--- src/rtl/stopwatch_pkg.sv ---
// Shared definitions for the stopwatch controller: state encoding and
// default counter geometry.
package stopwatch_pkg;

    typedef enum logic [1:0] {
        IDLE = 2'd0,
        RUN  = 2'd1,
        LAP  = 2'd2,
        STOP = 2'd3
    } state_e;

    localparam int DEF_W   = 16;
    localparam int DEF_MAX = 9999;

endpackage : stopwatch_pkg

--- src/rtl/stopwatch_ctrl_btn_edge.sv ---
// Button rising-edge detector, used only when STOPWATCH_EDGE_DETECT_EN is defined.
// The button is registered twice; a press is seen one cycle after the
// button rises. The arm flag only sets once the button has been observed
// low after reset, so a button held through reset release is ignored.
module btn_edge (
    input  logic clk,
    input  logic rst_n,
    input  logic btn,
    output logic press
);

    logic btn_q;
    logic btn_d;
    logic prev_q;
    logic prev_d;
    logic arm_q;
    logic arm_d;

    // Next values of the sampling pipeline and the arm flag.
    always_comb begin
        btn_d  = btn;
        prev_d = btn_q;
        arm_d  = arm_q | ~btn;
    end

    // Sampling registers, cleared by the synchronous reset.
    always_ff @(posedge clk) begin
        if (!rst_n) begin
            btn_q  <= 1'b0;
            prev_q <= 1'b0;
            arm_q  <= 1'b0;
        end else begin
            btn_q  <= btn_d;
            prev_q <= prev_d;
            arm_q  <= arm_d;
        end
    end

    assign press = btn_q & ~prev_q & arm_q;

endmodule : btn_edge

--- src/rtl/stopwatch_ctrl.sv ---
// Stopwatch controller: IDLE/RUN/LAP/STOP state machine, wrapping tick
// counter and lap-freezable display register.
// Optional feature macro: STOPWATCH_EDGE_DETECT_EN (buttons are raw levels
// converted to single press events by btn_edge); without it the buttons
// are taken as pre-conditioned single-cycle pulses.
module stopwatch_ctrl
    import stopwatch_pkg::*;
#(
    parameter int W   = DEF_W,
    parameter int MAX = DEF_MAX
) (
    input  logic         clk,
    input  logic         rst_n,
    input  logic         en,
    input  logic         start_btn,
    input  logic         lap_btn,
    input  logic         clr_btn,
    output logic         cnt_enable,
    output logic [W-1:0] count,
    output logic [W-1:0] disp,
    output logic         frozen,
    output logic         wrap
);

    localparam logic [W-1:0] MAX_V  = W'(MAX);
    localparam logic [W-1:0] ONE_V  = {{(W-1){1'b0}}, 1'b1};
    localparam logic [W-1:0] ZERO_V = {W{1'b0}};

    logic p_start_s;
    logic p_lap_s;
    logic p_clr_s;

`ifdef STOPWATCH_EDGE_DETECT_EN
    btn_edge u_start_edge (.clk(clk), .rst_n(rst_n), .btn(start_btn), .press(p_start_s));
    btn_edge u_lap_edge   (.clk(clk), .rst_n(rst_n), .btn(lap_btn),   .press(p_lap_s));
    btn_edge u_clr_edge   (.clk(clk), .rst_n(rst_n), .btn(clr_btn),   .press(p_clr_s));
`else
    assign p_start_s = start_btn;
    assign p_lap_s   = lap_btn;
    assign p_clr_s   = clr_btn;
`endif

    state_e       state_q;
    state_e       state_d;
    logic [W-1:0] count_q;
    logic [W-1:0] count_d;
    logic [W-1:0] disp_q;
    logic [W-1:0] disp_d;
    logic         wrap_q;
    logic         wrap_d;
    logic         counting_s;

    // Next-state logic; priority clr > start > lap among the events a state accepts.
    always_comb begin
        state_d = state_q;
        case (state_q)
            IDLE: begin
                if (p_start_s) state_d = RUN;
                else           state_d = IDLE;
            end
            RUN: begin
                if (p_start_s)    state_d = STOP;
                else if (p_lap_s) state_d = LAP;
                else              state_d = RUN;
            end
            LAP: begin
                if (p_start_s)    state_d = STOP;
                else if (p_lap_s) state_d = RUN;
                else              state_d = LAP;
            end
            STOP: begin
                if (p_clr_s)        state_d = IDLE;
                else if (p_start_s) state_d = RUN;
                else                state_d = STOP;
            end
            default: state_d = IDLE;
        endcase
    end

    // Counter, wrap pulse and display; decisions use the current state so a
    // tick in a leaving-RUN/LAP cycle counts and a tick on entry does not.
    always_comb begin
        counting_s = (state_q == RUN) || (state_q == LAP);
        count_d    = count_q;
        wrap_d     = 1'b0;
        if ((state_q == STOP) && (state_d == IDLE)) begin
            count_d = ZERO_V;
        end else if (counting_s && en) begin
            if (count_q == MAX_V) begin
                count_d = ZERO_V;
                wrap_d  = 1'b1;
            end else begin
                count_d = count_q + ONE_V;
            end
        end else begin
            count_d = count_q;
        end

        if ((state_q == LAP) && (state_d == LAP)) begin
            disp_d = disp_q;
        end else begin
            disp_d = count_d;
        end
    end

    // State and datapath registers with synchronous active-low reset.
    always_ff @(posedge clk) begin
        if (!rst_n) begin
            state_q <= IDLE;
            count_q <= ZERO_V;
            disp_q  <= ZERO_V;
            wrap_q  <= 1'b0;
        end else begin
            state_q <= state_d;
            count_q <= count_d;
            disp_q  <= disp_d;
            wrap_q  <= wrap_d;
        end
    end

    assign cnt_enable = (state_q == RUN) || (state_q == LAP);
    assign frozen     = (state_q == LAP);
    assign count      = count_q;
    assign disp       = disp_q;
    assign wrap       = wrap_q;

endmodule : stopwatch_ctrl

--- config.mk ---
export PLATFORM = sky130hd
export DESIGN_NAME = stopwatch_ctrl
export DESIGN_NICKNAME = d
export VERILOG_FILES = /design/src/rtl/stopwatch_pkg.sv /design/src/rtl/stopwatch_ctrl_btn_edge.sv /design/src/rtl/stopwatch_ctrl.sv
export SDC_FILE = /design/constraint.sdc
export NUM_CORES = 1
export LEC_CHECK = 0
export BUFFER_PORTS_ARGS = -buffer_cell sky130_fd_sc_hd__buf_2
export CAP_MARGIN = 20
export CORE_MARGIN = 2
export CORE_UTILIZATION = 45
export CTS_BUF_LIST = sky130_fd_sc_hd__clkbuf_16
export DETAILED_ROUTE_END_ITERATION = 8
export MAX_ROUTING_LAYER = met4
export PLACE_DENSITY = 0.78
export RECOVER_POWER = 25
export SYNTH_ARGS = -nofsm -noshare
export SYNTH_HDL_FRONTEND = slang
export SYNTH_HIERARCHICAL = 1
export SYNTH_SLANG_ARGS = --single-unit
export TNS_END_PERCENT = 5
--- constraint.sdc ---
create_clock -name clk -period 3 [get_ports clk]
set_input_delay 0.3 -clock clk [delete_from_list [all_inputs] [get_ports clk]]
set_output_delay 0.3 -clock clk [all_outputs]
set_load 0.02 [all_outputs]
# After elaboration in Yosys (flattened, before gate mapping)
# Cells that the tools add are included.
# totals
wordCells	31
register_bits	35
out_inout_bits	35
# classes
mux	12
n_bitwise	2
add_sub_neg	1
reduce_logical	7
n_eq_ne	5
# ops
cell	count
16-bit 2-to-1 mux	3
16-bit by 1-bit adder with 16-bit output (second input constant)	1
16-bit by 14-bit equality test with 1-bit output (second input constant)	1
2-bit 2-to-1 mux	6
2-bit case mux with 4 select lines	1
2-bit equality test (second input constant)	3
2-bit logical NOT	2
1-bit logical AND	3
3-bit OR reduction	1
2-bit by 1-bit equality test with 1-bit output (second input constant)	1
1-bit 2-to-1 mux	2
1-bit NOT	2
1-bit logical OR	1

# Logic depth before layout (Yosys ltp)
# logic_depth
depth_word	6
mapped_depth	8
mapped_depth_nobuf	7

# Worst setup path before layout
# Ideal clock, no wire load.
# synth_path
kind	reg-to-reg
start	register state_q[0]
end	register disp_q[5], in the netlist disp[5]
setup_slack_ns	0.919
arrival_time_ns	1.957
path_buffers	1
stages_incl_launch_ff	9
setup_time_ns	0.125
t_required_ns	2.875
path_cell_list	dfxtp_1 > inv_1 > ha_1 > and2_1 > nand3_1 > or3_1 > nand3_1 > buf_6 > o21ai_0
# synth_between
elab_chain_cells	5
word_cells_on_any_way	13
classes_between	4 x eq/ne; 3 x mux; 6 x reduce/logical
# synth_rtl
item	line_no	text
start: declaration	stopwatch_ctrl.sv:43	state_e state_q;
start signal: assignment	stopwatch_ctrl.sv:114	state_q <= state_d;
2-bit by 1-bit equality test with 1-bit output / 2-bit equality test (equally long branches)	-	
1-bit logical OR (*)	-	
via cnt_enable	stopwatch_ctrl.sv:18	output logic cnt_enable,
1-bit logical AND (*)	stopwatch_ctrl.sv:88	end else if (counting_s && en) begin
16-bit 2-to-1 mux (*)	stopwatch_ctrl.sv:88	
16-bit 2-to-1 mux (*)	stopwatch_ctrl.sv:86	if ((state_q == STOP) && (state_d == IDLE)) begin
end signal: assignment	stopwatch_ctrl.sv:116	disp_q <= disp_d;
end: declaration	stopwatch_ctrl.sv:47	logic [W-1:0] disp_q;
# The timed path passes the listed nets; every way through them passes the cells marked *.
# A chain may end at the register's enable or synchronous reset.

# Worst setup path in the final report
# layout_path
start	register state_q[0]
end	register disp_q[3], in the netlist disp[3]
# layout_between
elab_chain_cells	5
word_cells_on_any_way	13
classes_between	4 x eq/ne; 3 x mux; 6 x reduce/logical
# layout_rtl
item	line_no
2-bit equality test (tied with other cells)	stopwatch_ctrl.sv:56, stopwatch_ctrl.sv:86
2-bit case mux with 4 select lines / 1-bit logical OR (equally long branches)	stopwatch_ctrl.sv:56, stopwatch_ctrl.sv:83
2-bit logical NOT / 1-bit logical AND (equally long branches)	stopwatch_ctrl.sv:86, stopwatch_ctrl.sv:88
1-bit logical AND / 16-bit 2-to-1 mux (equally long branches)	stopwatch_ctrl.sv:86, stopwatch_ctrl.sv:88
16-bit 2-to-1 mux	stopwatch_ctrl.sv:86
# Parallel ways exist; a longest one is shown, timed or not.

==> summary.txt <==
Run status
  • Status: finished clean

Finish
  • Synth-to-Final Area Change: 24.8%
  • NumNets Final: 229
  • Layout cells sized above 1: 18.3%
  • N_diodes: 0
  • Finished Cell Area: ~1900 µm²

Clock network
  • Post-CTS sizing: 0
  • Clock tree sinks: 35
  • CTS clk-pin slew, worst paths: ~0.050 ns
  • Worst skew pair latency: between 0.2 and 0.3 ns
  • Num CTS Buffers: 5
  • Post CTS Setup Buffer Count: 0
  • TritonCTS clock tree: done
  • CTS H-tree lvls: 2
  • CTS root buf: clkbuf_16
  • CTS Buffer Depth: 2
  • Hold_buf cts: 0

Detailed routing
  • Drt first pass iters: 4
  • DR vias: 1,362
  • Via density: 5.14
  • Final WL: 3370 µm
  • Initial drt markers: 49
  • Antenna-violating nets left: 0
  • Post-route DRC: 0
  • Routed WL per cell: 12.7 µm

Placement
  • Dpl hpwl: approximately 2500 µm
  • Final Wtd Congestion: 0.881
  • Port buffer count: 40
  • Placed cell areas: 1790 µm²

Global routing
  • Global-route wire length before repair: between 5000 and 6000 µm
  • Most Used Layer, Global Route: met2
  • GRT met2 Usage: 29.2%
  • Vias in the first global route: 1,339
  • Initial antenna violation count: 0
  • Met1 usage: 24.8%
  • GRT overflow: 0
  • Total Routing Usage GR: between 10% and 20%
  • Largest net degree at the start of global routing: 16
  • Met3 usage: 3.96%

Synth
  • Post-Synthesis Cells: ~170
  • Synth Warn #: 6
  • Async SR Flop Fraction: 0%
  • Synthesized flop and latch total: 35
  • Leading area contributor after synthesis: dfxtp_1
  • Synth Flop Type: dfxtp_1
  • Seq/Total Area, Yosys: 45.3%
  • Yosys cell types: 35
  • Mapped Area: 1550 µm²
  • Syn Nets: 184
  • Synth cell count leaders: 35 x dfxtp_1, 28 x nor2_1, 24 x nand2_1, 15 x o21ai_0, 12 x xnor2_1
  • Mean post-synth cell area: slightly below 9 µm²
  • Top post-synthesis cells by area: dfxtp_1 45%, nor2_1 6.8%, xnor2_1 6.8%
  • Most common cell in the netlist: dfxtp_1
  • Post-synth EDFFs: 0
  • Synth top area share: 45.3%

Setup path
  • Setup crit end kind: register
  • Register-to-register setup slack: 0.67 ns
  • Worst flop-to-flop path endpoint: disp[3]$_SDFFE_PN0N_
  • CP Data Required Time: 3.14 ns
  • Worst path most repeated cell: nand3_1
  • R2r worst-path depth: 7
  • CP delay by family, top: simple AND/OR/NAND/NOR gates
  • Bufs and invs on worst path: 1
  • Setup CP Type: register to register
  • Slowest stage delay, CP: 0.49 ns
  • Critical Path AT: 2.47 ns
  • Startpoint Class: register
  • CP Max Fanout: 12
  • Crit-path slowest cell: or3_1
  • Cell Chain, Critical Path: inv_1, ha_1, and2_1, nand3_1, or3_1, nand3_1, o21ai_0
  • RR Startpoint: state_q[0]$_SDFF_PN0_

Run
  • MaxCap Viol Count: 0

Timing
  • Final setup viols: 0
  • RSZ-0062 raised after global routing: no
  • Measured slew at the worst slew-check pin: between 0.6 and 0.7 ns
  • Setup TNS: 0 ns
  • Final Hold Viols: 0
  • Setup Skew: 0.00372 ns
  • Pins over their slew limit: 0
  • Slew headroom: 59.4%
  • Fmax: 428 MHz
  • Fin crit period: ~2.3 ns
  • Tcrit/Tclk final: between 70 and 80%

Floorplan
  • Core Area: 3310 µm²
  • Die area: about 4000 µm²
  • Die span in x: roughly 63 µm
  • Cell Rows: 21
  • Chip height: 62.6 µm
  • I/O Pins: 41
  • Starting Density: 46.7%

Hold path
  • Worst hold path type: input port to register
  • WHS Path Cells: 3
  • Hold wc startpoint: rst_n
  • Worst hold endpoint: disp[2]$_SDFFE_PN0N_

Power
  • PwrDens: 559 nW/µm²
  • Maximum vdd drop: approximately 0.32 mV
  • Leakage power: 0.000751 µW
[logic make-up after synthesis]
family | after synthesis | synth area share (%)
simple gates | 87 | 28.5
flops | 35 | 45.3
compound gates | 23 | 10.8
xor+xnor | 14 | 7.92
buf+inv | 8 | 2.75
fa+ha+maj | 5 | 4.04
mux | 1 | 0.728
[metal layers]
metal,up-vias,part of all wire [%]
met3,6,5.1
li1,682,-
met1,638,49
met5,-,0
met4,0,1.5
met2,36,45
[worst max-delay path by stage]
stage | cells after the start | startpoint | endpoint | slack, ns
floorplan | 8 | state_q[0]$_SDFF_PN0_ | disp[5]$_SDFFE_PN0N_ | 0.92
global placement | 7 | state_q[0]$_SDFF_PN0_ | disp[3]$_SDFFE_PN0N_ | 0.80
detailed placement | 7 | state_q[0]$_SDFF_PN0_ | disp[3]$_SDFFE_PN0N_ | 0.67
CTS | 7 | state_q[0]$_SDFF_PN0_ | disp[3]$_SDFFE_PN0N_ | 0.66
global route | 7 | state_q[1]$_SDFF_PN0_ | disp[14]$_SDFFE_PN0N_ | 0.40
finish | 7 | state_q[0]$_SDFF_PN0_ | disp[3]$_SDFFE_PN0N_ | 0.67
[cell usage in the layout (no fill, tap or decap), types with 4 or more instances in the layout]
cell       count
buf_2         23
nand3_1        9
dfxtp_1       35
inv_1          5
o21ai_0       15
clkbuf_16      5
nor2_1        28
ha_1           5
clkbuf_1      17
nand2_1       24
xnor2_1       12
nor4_1         4
[report_power, final]
part	internal, µW	leakage, µW	switching (µW)
clock	387	0.0000812	176
combinational	15.2	0.000388	31.4
sequential	468	0.000282	2.90
[flip-flops by register name, indices dropped and copies added (netlist names)]
name,cells
count,16
disp,16
state_q,2
wrap,1
[stage by stage]
| stage | instances | util (%) | power, µW | worst slack, ns | hold slack, ns |
|---|---|---|---|---|---|
| after floorplan | 173 | - | 514 | 0.919 | 0.441 |
| after global placement | 257 | 54.0 | 527 | 0.797 | 0.433 |
| after detailed placement | 257 | 54.0 | 528 | 0.670 | 0.439 |
| after CTS | 265 | 59.0 | 1090 | 0.663 | 0.410 |
| after global routing | 265 | 58.4 | 1110 | 0.402 | 0.446 |
| final | 265 | 58.4 | 1080 | 0.665 | 0.409 |
[area by class of cell]
type                            instances  area [µm²]
Sequential cell                        35         701
Clock buffer                            5         125
Fill cell                             315        1380
Tap cell                               46        57.6
Multi-Input combinational cell        130         805
Timing Repair Buffer                   41         186
Clock inverter                          3        38.8
Inverter                                5        18.8
[worst min-delay path: cells and delay by family]
kind / cells / cell delay [ns]
AND/OR/NAND/NOR: 1 / 0.11
buffers and inverters: 2 / 0.23
Note: power is estimated with default switching activity, not from simulation.
